--- config.mk ---
export PLATFORM = sky130hd
export DESIGN_NAME = eth_frame_pipeline
export DESIGN_NICKNAME = d
export VERILOG_FILES = /design/src/rtl/eth_frame_pipeline.sv
export SDC_FILE = /design/constraint.sdc
export NUM_CORES = 1
export LEC_CHECK = 0
export CORE_AREA = 5 5 283 285
export DETAILED_ROUTE_END_ITERATION = 12
export DIE_AREA = 0 0 288 290
export PLACE_DENSITY_LB_ADDON = 0.08
export SLEW_MARGIN = 20
export SYNTH_ARGS = -nofsm -noshare
export SYNTH_HDL_FRONTEND = slang
export SYNTH_SLANG_ARGS = --single-unit
--- constraint.sdc ---
create_clock -name clk -period 6 [get_ports clk]
set_input_delay 0.9 -clock clk [delete_from_list [all_inputs] [get_ports clk]]
set_output_delay 0.9 -clock clk [all_outputs]
set_load 0.02 [all_outputs]
--- src/rtl/eth_frame_pipeline.sv ---
// eth_frame_pipeline
//   AXI4 write-only slave that pushes in-window write beats into a 32-bit
//   payload FIFO, and a framer that emits Ethernet-style frames as a byte
//   AXI-Stream: sync word, dst MAC, src MAC, link type, payload.
//   Also produces a one-shot TX reset pulse and registered GT clock selects.
//   Optional macro ETH_FCS_EN appends a 4-byte CRC-32 after the payload.
// Ports
//   clk, resetn             clock, asynchronous active-low reset
//   s_axi_aw*/w*/b*         AXI4 write channels (size/burst/strb ignored)
//   m_axis_t*               frame byte stream
//   dst_addr..sync_word     header fields, latched at frame start
//   packet_size             payload bytes per frame, 0 keeps the framer idle
//   submodule_en            [0] slave, [1] FIFO (0 = flush), [2] framer
//   reset_after/width       TX reset pulse timing, cycles after reset release
//   tx_rst_o                one-shot TX reset pulse
//   *outclksel_i/_o         registered clock-select pass-through
module eth_frame_pipeline #(
  parameter logic [31:0] BASE_ADDR  = 32'h2000_0000,
  parameter logic [31:0] ADDR_SPAN  = 32'h0000_1000,
  parameter int unsigned FIFO_DEPTH = 16
) (
  input  logic        clk,
  input  logic        resetn,
  input  logic [31:0] s_axi_awaddr,
  input  logic [7:0]  s_axi_awlen,
  input  logic        s_axi_awvalid,
  output logic        s_axi_awready,
  input  logic [31:0] s_axi_wdata,
  input  logic [3:0]  s_axi_wstrb,
  input  logic        s_axi_wlast,
  input  logic        s_axi_wvalid,
  output logic        s_axi_wready,
  output logic [1:0]  s_axi_bresp,
  output logic        s_axi_bvalid,
  input  logic        s_axi_bready,
  output logic [7:0]  m_axis_tdata,
  output logic        m_axis_tvalid,
  output logic        m_axis_tlast,
  input  logic        m_axis_tready,
  input  logic [47:0] dst_addr,
  input  logic [47:0] src_addr,
  input  logic [15:0] link_type,
  input  logic [15:0] sync_word,
  input  logic [13:0] packet_size,
  input  logic [6:0]  submodule_en,
  input  logic [15:0] reset_after,
  input  logic [15:0] reset_width,
  output logic        tx_rst_o,
  input  logic [2:0]  rxoutclksel_i,
  input  logic [2:0]  txoutclksel_i,
  output logic [2:0]  rxoutclksel_o,
  output logic [2:0]  txoutclksel_o
);
  localparam int unsigned AW = $clog2(FIFO_DEPTH);

  typedef enum logic [1:0] {A_IDLE, A_DATA, A_RESP} astate_t;
`ifdef ETH_FCS_EN
  typedef enum logic [2:0] {F_IDLE, F_SYNC, F_DST, F_SRC, F_TYPE, F_PAY, F_FCS} fstate_t;
`else
  typedef enum logic [2:0] {F_IDLE, F_SYNC, F_DST, F_SRC, F_TYPE, F_PAY} fstate_t;
`endif

  logic          w_unused;
  assign w_unused = ^{s_axi_awlen, s_axi_wstrb, submodule_en[6:3]};

  // ---------------- FIFO ----------------
  logic [31:0]   r_mem [FIFO_DEPTH];
  logic [AW-1:0] r_wr_ptr, r_rd_ptr;
  logic [AW:0]   r_count;
  logic          w_full, w_push, w_pop, w_pop_fifo;
  logic [31:0]   w_head;

  assign w_full     = (r_count == (AW+1)'(FIFO_DEPTH));
  assign w_pop_fifo = w_pop && (r_count != '0);
  assign w_head     = r_mem[r_rd_ptr];

  always_ff @(posedge clk) begin
    if (w_push) r_mem[r_wr_ptr] <= s_axi_wdata;
  end

  always_ff @(posedge clk or negedge resetn) begin
    if (!resetn) begin
      r_wr_ptr <= '0;
      r_rd_ptr <= '0;
      r_count  <= '0;
    end else if (!submodule_en[1]) begin
      r_wr_ptr <= '0;
      r_rd_ptr <= '0;
      r_count  <= '0;
    end else begin
      if (w_push)     r_wr_ptr <= r_wr_ptr + 1'b1;
      if (w_pop_fifo) r_rd_ptr <= r_rd_ptr + 1'b1;
      case ({w_push, w_pop_fifo})
        2'b10:   r_count <= r_count + 1'b1;
        2'b01:   r_count <= r_count - 1'b1;
        default: r_count <= r_count;
      endcase
    end
  end

  // ---------------- AXI write slave ----------------
  astate_t     r_astate, w_anext;
  logic        r_awready, r_decerr;
  logic [31:0] r_addr;
  logic [1:0]  r_bresp;
  logic        w_beat_in, w_whs;

  assign w_beat_in     = (r_addr - BASE_ADDR) < ADDR_SPAN;
  // A full FIFO still accepts a beat when the framer pops in the same cycle.
  assign s_axi_wready  = (r_astate == A_DATA) && (!w_beat_in || !w_full || w_pop_fifo);
  assign w_whs         = s_axi_wvalid && s_axi_wready;
  assign w_push        = w_whs && w_beat_in && submodule_en[1];
  assign s_axi_awready = r_awready;
  assign s_axi_bvalid  = (r_astate == A_RESP);
  assign s_axi_bresp   = r_bresp;

  always_comb begin
    w_anext = r_astate;
    case (r_astate)
      A_IDLE:  if (r_awready && s_axi_awvalid) w_anext = A_DATA;
      A_DATA:  if (w_whs && s_axi_wlast)       w_anext = A_RESP;
      A_RESP:  if (s_axi_bready)               w_anext = A_IDLE;
      default: w_anext = A_IDLE;
    endcase
  end

  always_ff @(posedge clk or negedge resetn) begin
    if (!resetn) begin
      r_astate  <= A_IDLE;
      r_awready <= 1'b0;
      r_decerr  <= 1'b0;
      r_addr    <= '0;
      r_bresp   <= 2'b00;
    end else begin
      r_astate  <= w_anext;
      r_awready <= (r_astate == A_IDLE) && !r_awready && s_axi_awvalid && submodule_en[0];
      if (r_astate == A_IDLE && r_awready && s_axi_awvalid) begin
        r_addr   <= s_axi_awaddr;
        r_decerr <= 1'b0;
      end
      if (w_whs) begin
        r_addr <= r_addr + 32'd4;
        if (!w_beat_in) r_decerr <= 1'b1;
        if (s_axi_wlast) r_bresp <= (r_decerr || !w_beat_in) ? 2'b11 : 2'b00;
      end
    end
  end

  // ---------------- Framer ----------------
  fstate_t      r_fstate, w_fnext;
  logic [127:0] r_hdr;     // sync, dst, src, type; shifted out MSB first
  logic [13:0]  r_psize, r_pcnt;
  logic [3:0]   r_idx;
  logic         w_start, w_hs, w_pay_last;
  logic [7:0]   w_tdata, w_pay_byte;
  logic         w_tvalid, w_tlast;
  logic [14:0]  w_need;

  assign w_need     = ({1'b0, packet_size} + 15'd3) >> 2;
  assign w_hs       = (r_fstate != F_IDLE) && m_axis_tready;
  assign w_pay_last = (r_pcnt == r_psize - 14'd1);

  always_comb begin
    case (r_pcnt[1:0])
      2'd0:    w_pay_byte = w_head[7:0];
      2'd1:    w_pay_byte = w_head[15:8];
      2'd2:    w_pay_byte = w_head[23:16];
      default: w_pay_byte = w_head[31:24];
    endcase
  end

`ifdef ETH_FCS_EN
  logic [31:0] r_crc, w_fcs;
  assign w_fcs = ~r_crc;

  function automatic logic [31:0] f_crc8(input logic [31:0] c, input logic [7:0] d);
    logic [31:0] r;
    r = c ^ {24'h0, d};
    for (int unsigned i = 0; i < 8; i++)
      r = r[0] ? ((r >> 1) ^ 32'hEDB8_8320) : (r >> 1);
    return r;
  endfunction

  always_ff @(posedge clk or negedge resetn) begin
    if (!resetn) r_crc <= '1;
    else if (w_start) r_crc <= '1;
    else if (w_hs && (r_fstate inside {F_DST, F_SRC, F_TYPE, F_PAY}))
      r_crc <= f_crc8(r_crc, w_tdata);
  end
`endif

  always_comb begin
    w_fnext  = r_fstate;
    w_tvalid = 1'b0;
    w_tdata  = '0;
    w_tlast  = 1'b0;
    w_pop    = 1'b0;
    w_start  = 1'b0;
    case (r_fstate)
      F_IDLE: begin
        if (packet_size != '0 && submodule_en[2] && 15'(r_count) >= w_need) begin
          w_start = 1'b1;
          w_fnext = F_SYNC;
        end
      end
      F_SYNC, F_DST, F_SRC, F_TYPE: begin
        w_tvalid = 1'b1;
        w_tdata  = r_hdr[127:120];
        if (w_hs) begin
          if (r_fstate == F_SYNC && r_idx == 4'd1)  w_fnext = F_DST;
          if (r_fstate == F_DST  && r_idx == 4'd7)  w_fnext = F_SRC;
          if (r_fstate == F_SRC  && r_idx == 4'd13) w_fnext = F_TYPE;
          if (r_fstate == F_TYPE && r_idx == 4'd15) w_fnext = F_PAY;
        end
      end
      F_PAY: begin
        w_tvalid = 1'b1;
        w_tdata  = w_pay_byte;
`ifndef ETH_FCS_EN
        w_tlast  = w_pay_last;
`endif
        if (w_hs) begin
          w_pop = (r_pcnt[1:0] == 2'd3) || w_pay_last;
`ifdef ETH_FCS_EN
          if (w_pay_last) w_fnext = F_FCS;
`else
          if (w_pay_last) w_fnext = F_IDLE;
`endif
        end
      end
`ifdef ETH_FCS_EN
      F_FCS: begin
        w_tvalid = 1'b1;
        case (r_idx[1:0])
          2'd0:    w_tdata = w_fcs[7:0];
          2'd1:    w_tdata = w_fcs[15:8];
          2'd2:    w_tdata = w_fcs[23:16];
          default: w_tdata = w_fcs[31:24];
        endcase
        w_tlast = (r_idx[1:0] == 2'd3);
        if (w_hs && r_idx[1:0] == 2'd3) w_fnext = F_IDLE;
      end
`endif
      default: w_fnext = F_IDLE;
    endcase
  end

  assign m_axis_tvalid = w_tvalid;
  assign m_axis_tdata  = w_tdata;
  assign m_axis_tlast  = w_tlast;

  always_ff @(posedge clk or negedge resetn) begin
    if (!resetn) begin
      r_fstate <= F_IDLE;
      r_hdr    <= '0;
      r_psize  <= '0;
      r_pcnt   <= '0;
      r_idx    <= '0;
    end else begin
      r_fstate <= w_fnext;
      if (w_start) begin
        r_hdr   <= {sync_word, dst_addr, src_addr, link_type};
        r_psize <= packet_size;
        r_pcnt  <= '0;
        r_idx   <= '0;
      end else if (w_hs) begin
        // r_idx wraps 15 -> 0 at the end of the header, so it is 0 again for FCS.
        if (r_fstate == F_PAY) r_pcnt <= r_pcnt + 14'd1;
        else begin
          r_hdr <= {r_hdr[119:0], 8'h00};
          r_idx <= r_idx + 4'd1;
        end
      end
    end
  end

  // ---------------- TX reset pulse and clock selects ----------------
  logic [31:0] r_cyc, w_cyc_nxt;
  logic        r_tx_rst, w_in_pulse;
  logic [2:0]  r_rxsel, r_txsel;

  assign w_cyc_nxt  = (r_cyc == '1) ? r_cyc : r_cyc + 32'd1;
  // Saturating counter: the window can only be crossed once per reset.
  assign w_in_pulse = ({1'b0, w_cyc_nxt} >= {17'b0, reset_after}) &&
                      ({1'b0, w_cyc_nxt} < ({17'b0, reset_after} + {17'b0, reset_width}));

  always_ff @(posedge clk or negedge resetn) begin
    if (!resetn) begin
      r_cyc    <= '0;
      r_tx_rst <= 1'b0;
      r_rxsel  <= 3'b000;
      r_txsel  <= 3'b000;
    end else begin
      r_cyc    <= w_cyc_nxt;
      r_tx_rst <= w_in_pulse;
      r_rxsel  <= rxoutclksel_i;
      r_txsel  <= txoutclksel_i;
    end
  end

  assign tx_rst_o      = r_tx_rst;
  assign rxoutclksel_o = r_rxsel;
  assign txoutclksel_o = r_txsel;
endmodule

* After elaboration in Yosys (flattened, before gate mapping) *
Memory sizes are Yosys's and may differ from the RTL's.
Cells that the tools add are included.

storage, ports and cells
  bits in registers = 253
  memory bits (read-only) = 0
  bits in latches = 0
  input bits = 270
  bits in writable memories = 512
  word-level logic and storage cells = 153
  memories kept = 1
  output and inout bits = 22

memory list
  memory  words  width  rd ports  clocked after memory_dff  write ports  RTL line  source
  r_mem   16     32     1         0                         1            67        logic [31:0] r_mem [FIFO_DEPTH];

operators by class
  order comparisons = 4
  bitwise logic cells = 0
  shifts and indexed selects = 0
  equality and inequality tests = 31
  $mul = 0
  div/mod/pow operators = 0
  add/subtract/negate cells = 12
  mux-type cells = 45
  reductions and logical operators = 43

operators with widths
  operator                count
  $mux 128                3
  $mux 32                 3
  $mux 14                 3
  $add 32x1->32 const B   1
  $add 32x3->32 const B   1
  $eq 32x32->1 const B    1
  $ge 32x16->1            1
  $lt 32x13->1 const B    1
  $lt 32x17->1            1
  $sub 32x30->32 const B  1
  $mux 4                  7
  $mux 3                  8
  $pmux 8 s3              1
  $logic_and 1x1->1       20
  $add 16x16->17          1
  $pmux 8 s2              1
  $add 14x2->15 const B   1
  $add 14x1->14 const B   1
  $eq 14x14->1            1
  $reduce_bool 14->1      1
  $sub 14x1->14 const B   1
  $ge 5x13->1             1
  $add 4x1->4 const B     3
  $ne 2x2->1 const B      6
  32 further kinds        66

* Depth between registers and ports, before layout *
  depth in word-level cells = 14
  mapped depth = 18
  depth with buffers taken out = 17

* Worst setup path after synthesis *
OpenSTA, ideal clock, no wires.

  path type = register -> register
  start = register r_psize[3]
  end = memory r_mem[11][0] (enable)
  period minus slack after synthesis = 6.117 ns
  buffers on the path = 3
  setup slack = -0.117 ns
  arrival = 5.615 ns
  stages on the path, launching flop included = 11
  data required time = 5.499 ns
  setup time = 0.501 ns
  path through = dfrtp_1 buf_6 or4_4 buf_6 or4_1 a21oi_1 o21a_1 o2111a_2 o21ai_4 buf_6 nor4_1

between the ends
  longest elaborated chain between the ends = 13

ends and longest elaborated chain
  element                         RTL line  source
  start: declaration              152       logic [13:0] r_psize, r_pcnt;
  start signal: assignment        263       r_psize <= packet_size;
  $sub 14x1->14                   161       assign w_pay_last = (r_pcnt == r_psize - 14'd1);
  $eq 14x14->1                    161
  $logic_or 1x1->1                223       w_pop = (r_pcnt[1:0] == 2'd3) || w_pay_last;
  $mux 1                          222       if (w_hs) begin
  $mux 1                          199       case (r_fstate)
  $logic_and 1x1->1               74        assign w_pop_fifo = w_pop && (r_count != '0);
  $logic_or 1x1->1                110       assign s_axi_wready = (r_astate == A_DATA) && (!w_beat_in || !w_full || w_pop_fifo);
  $logic_and 1x1->1               110
  $logic_and 1x1->1               111       assign w_whs = s_axi_wvalid && s_axi_wready;
  $logic_and 1x1->1 (2 in a row)  112       assign w_push = w_whs && w_beat_in && submodule_en[1];
  $mux 1                          78        if (w_push) r_mem[r_wr_ptr] <= s_axi_wdata;
  $mux 1 (implied by the code)    78
  end: declaration                67

Every way passes these cells.

* Worst setup path after layout *
  start = register r_rd_ptr[0]
  end = output m_axis_tdata[0]

between the ends
  longest elaborated chain between the ends = 3

ends and longest elaborated chain
  element                   RTL line  source
  start: declaration        68        logic [AW-1:0] r_wr_ptr, r_rd_ptr;
  start signal: assignment  92        if (w_pop_fifo) r_rd_ptr <= r_rd_ptr + 1'b1;
  $mem_v2 16x32             -
  $pmux 8 s3                164       case (r_pcnt[1:0])
  $pmux 8 s2                199
  end: declaration          36        output logic [7:0] m_axis_tdata,

Every way passes these cells.

==> flow_summary.yaml <==
die:
  die_h_um: 290
  fp.dieW_um: 288
  core.rowCount: 102
  fp.dieArea_sq_um: 83500
  start_util_pct: 44.6
  io_pins: 292
  core_area_sq_um: 77100
cts:
  cts_buffer_depth: 3
  clkTransAtPathRegs_ps: 50
  cts_sinks: 762
  clk_latency_ps: 630
  tritoncts: "done"
  postCtsHoldBufs: 0
  post_cts_buffers: 0
  cts_buffers: 83
  root_buffer: "clkbuf_16"
  cts_resized: 0
  htree_levels: 3
power:
  clkPwrFrac_pct: 42.1
  peakVddDrop_uv: 208
  netSwitchingFraction_pct: 22.5
  report.power.total_mw: 11.7
  leakagePower_nw: 15.3
  p_per_area_nw_per_um2: 285
  power_frac_comb_pct: 7.6
  pwr-share-seq_pct: 50.4
  p_int_mw: 9.05
  p_switching_mw: 2.63
logic_synthesis:
  synthFlopType: "edfxtp_1"
  synth_seq_cells: 762
  syn_inst: 2157
  syn_avg_cell_area_sq_um: 15.9
  synth_cell_type_count: 80
  ys_seq_area_share_pct: 63.0
  synth-edff-count: 512
  postSynth.asyncResetShare_pct: 32.8
  syn-num-nets: 2501
  syn_area_sq_um: 34400
  ys_warn_count: 0
final_layout:
  finalNetCount: 2799
  fin_cells: 3564
  syn_to_final_growth_pct: 19.4
  drive_gt1_share_pct: 24.3
placed_design:
  dp_cells: 3410
  hpwl_um: 53300
  io_buffers: 273
  gp_congestion: 0.828
sta:
  post-route-period-util_pct: 90.5
  finalSetupViolCount: 0
  slew_headroom_pct: 30.5
  hold_viol: 0
  rsz0062_at_grt: "false"
  fin_crit_ps: 5430
  finClkSkew_ps: 23.8
  final_max_slew_viol_count: 0
  fmax_mhz: 184
  tightest_slew_ps: 1040
  holdWs_ps: 311
route:
  vias: 20000
  postRouteAntennaNets: 0
  drt-initial-drc-count: 1419
  viasPerCell: 5.62
  wl_per_cell_um: 23.6
  route.detailed.drc: 0
  first_pass_iters: 5
  wl_um: 84200
run_status:
  status: "completed"
global_routing:
  grtUsageMet3_pct: 3.97
  grtUsageMet1_pct: 27.1
  track_usage_pct: 20.0
  grt_start_max_net_pins: 164
  grt-ovfl-total: 0
  grt-busiest-layer: "met2"
  met2_usage_pct: 33.1
  antenna_found_initial: 14
  grt_pass1_vias: 20900
  grt_pass1_wl_um: 128000
setup_path:
  worstPathArrival_ps: 4530
  cp-start-kind: "flip-flop"
  required_ps: 5100
  cp-end-kind: "output pin"
  path_max_fanout: 22
  path_class: "reg -> out"
job:
  maxCapViolCount: 0
hold_path:
  hold_class: "in -> async"
-- power groups by stage --
stage	registers [mW]	clock network (mW)	logic [mW]
3_3_place_gp	5.97	0	0.864
3_5_place_dp	5.98	0	0.888
2_1_floorplan	5.94	0	0.506
5_1_grt	5.89	5.27	0.981
6_report	5.88	4.91	0.882
4_1_cts	5.87	5.05	0.892
-- worst max-delay path: stages, from the launching register on --
cell,delay [ps]
dfrtp_4,760
buf_12,260
buf_4,320
mux4_2,550
mux4_2,540
nand2_1,110
a21oi_1,100
a21oi_1,410
o21ai_0,220
clkdlybuf4s50_1,590
-- synthesized netlist by cell type (all sizes together), types with 4 or more instances --
| library cell | number | area share, % |
|---|---|---|
| clkbuf | 63 | 0.69 |
| dfrtp | 250 | 18 |
| nor4 | 17 | 0.35 |
| o21a | 7 | 0.15 |
| a21o | 22 | 0.48 |
| ha | 72 | 2.6 |
| a22oi | 11 | 0.24 |
| or3 | 5 | 0.091 |
| and4 | 7 | 0.18 |
| o31ai | 5 | 0.11 |
| or4 | 9 | 0.21 |
| mux4 | 160 | 10 |
| nor4b | 5 | 0.19 |
| o22ai | 4 | 0.073 |
| a21oi | 59 | 0.86 |
| nand2 | 83 | 0.91 |
| edfxtp | 512 | 45 |
| a31oi | 11 | 0.20 |
| nand4 | 33 | 0.60 |
| nor2 | 94 | 1.0 |
| a221o | 9 | 0.26 |
| nand2b | 13 | 0.24 |
| mux2 | 254 | 8.3 |
| nand3 | 38 | 0.55 |
| and2 | 15 | 0.27 |
| xnor2 | 50 | 1.3 |
| mux2i | 9 | 0.26 |
| o221a | 8 | 0.26 |
| a211oi | 9 | 0.20 |
| buf | 41 | 0.63 |
| xor2 | 36 | 0.92 |
| o21ai | 45 | 0.69 |
| nor3b | 5 | 0.11 |
| nand3b | 4 | 0.087 |
| inv | 56 | 0.61 |
| a22o | 8 | 0.20 |
| nor2b | 15 | 0.27 |
| o211ai | 8 | 0.17 |
| nor3 | 32 | 0.50 |
| a311oi | 4 | 0.10 |
| and3 | 32 | 0.58 |
-- routing by layer --
layer	vias up	routed length [um]	part of all wire, %
met5	-	33	0.039
met3	132	4560	5.4
met4	6	2040	2.4
met2	484	41800	50
met1	10400	35800	43
li1	9040	-	-
-- worst paths after layout --
kind | from | end | slack [ps] | cells after the start
max | r_rd_ptr[0] | m_axis_tdata[0] | 570 | 9
min | resetn | r_addr[9] | 310 | 1
max reg2reg | r_psize[3] | r_count[4] | 1520 | 15
min reg2reg | r_cyc[27] | r_cyc[27] | 490 | 1
max in group asynchronous | resetn | r_cyc[11] | 4290 | 2
min in group clk | r_cyc[27] | r_cyc[27] | 490 | 1
-- sequential cells by signal (all words and copies together), names as in the netlist, 2 cells and up --
name	count
r_astate	2
r_hdr	128
r_cyc	32
r_wr_ptr	4
r_addr	30
r_fstate	3
r_rd_ptr	4
r_psize	14
r_count	5
r_pcnt	14
r_idx	4
txoutclksel_o	3
r_mem	512
rxoutclksel_o	3
-- through the flow --
stage / utilization, % / cell area [sq um] / TNS, ps / setup WS [ps]
finish: 53.2 / 41000 / 0 / 570
global route: 53.2 / 41000 / 0 / 313
CTS: 53.2 / 41000 / 0 / 476
detailed placement: 49.8 / 38400 / 0 / 742
global placement: 49.8 / 38400 / 0 / 854
floorplan: - / 34400 / -7470 / -117
-- logic make-up (layout without fill, tap and decap cells) --
logic type	Yosys count	after routing	synth area share [%]
DFF	762	762	63.0
xor gates and xnor gates	86	86	2.21
other	0	9	0
AOI/OAI and AO/OA	238	238	4.76
muxes	423	423	19.1
and+or+nand+nor	413	413	6.31
buffers and inverters	161	519	1.94
adders and majority gates	74	74	2.74
-- cell type report --
class | count | area [sq um]
clock buffers | 111 | 2280
repair buffers | 317 | 3140
multi-input cells | 1234 | 12100
clock inverters | 34 | 314
inverters | 57 | 214
well taps | 1040 | 1300
flip-flops and latches | 762 | 21600
fillers | 6362 | 36100
diodes | 9 | 22.5
-- cell usage in the layout (no fill, tap or decap), drive strengths merged, types with 26 or more instances in the layout --
master,synthesis,routed
edfxtp,512,512
mux2,254,254
mux4,160,160
and3,32,32
dfrtp,250,250
buf,41,45
xor2,36,36
clkinv,1,26
nor3,32,32
nand2,83,83
ha,72,72
clkbuf,63,111
a21oi,59,59
xnor2,50,50
clkdlybuf4s50,0,272
inv,56,60
nand4,33,33
nand3,38,38
nor2,94,94
o21ai,45,45
Power figures use the tool's default switching activity.
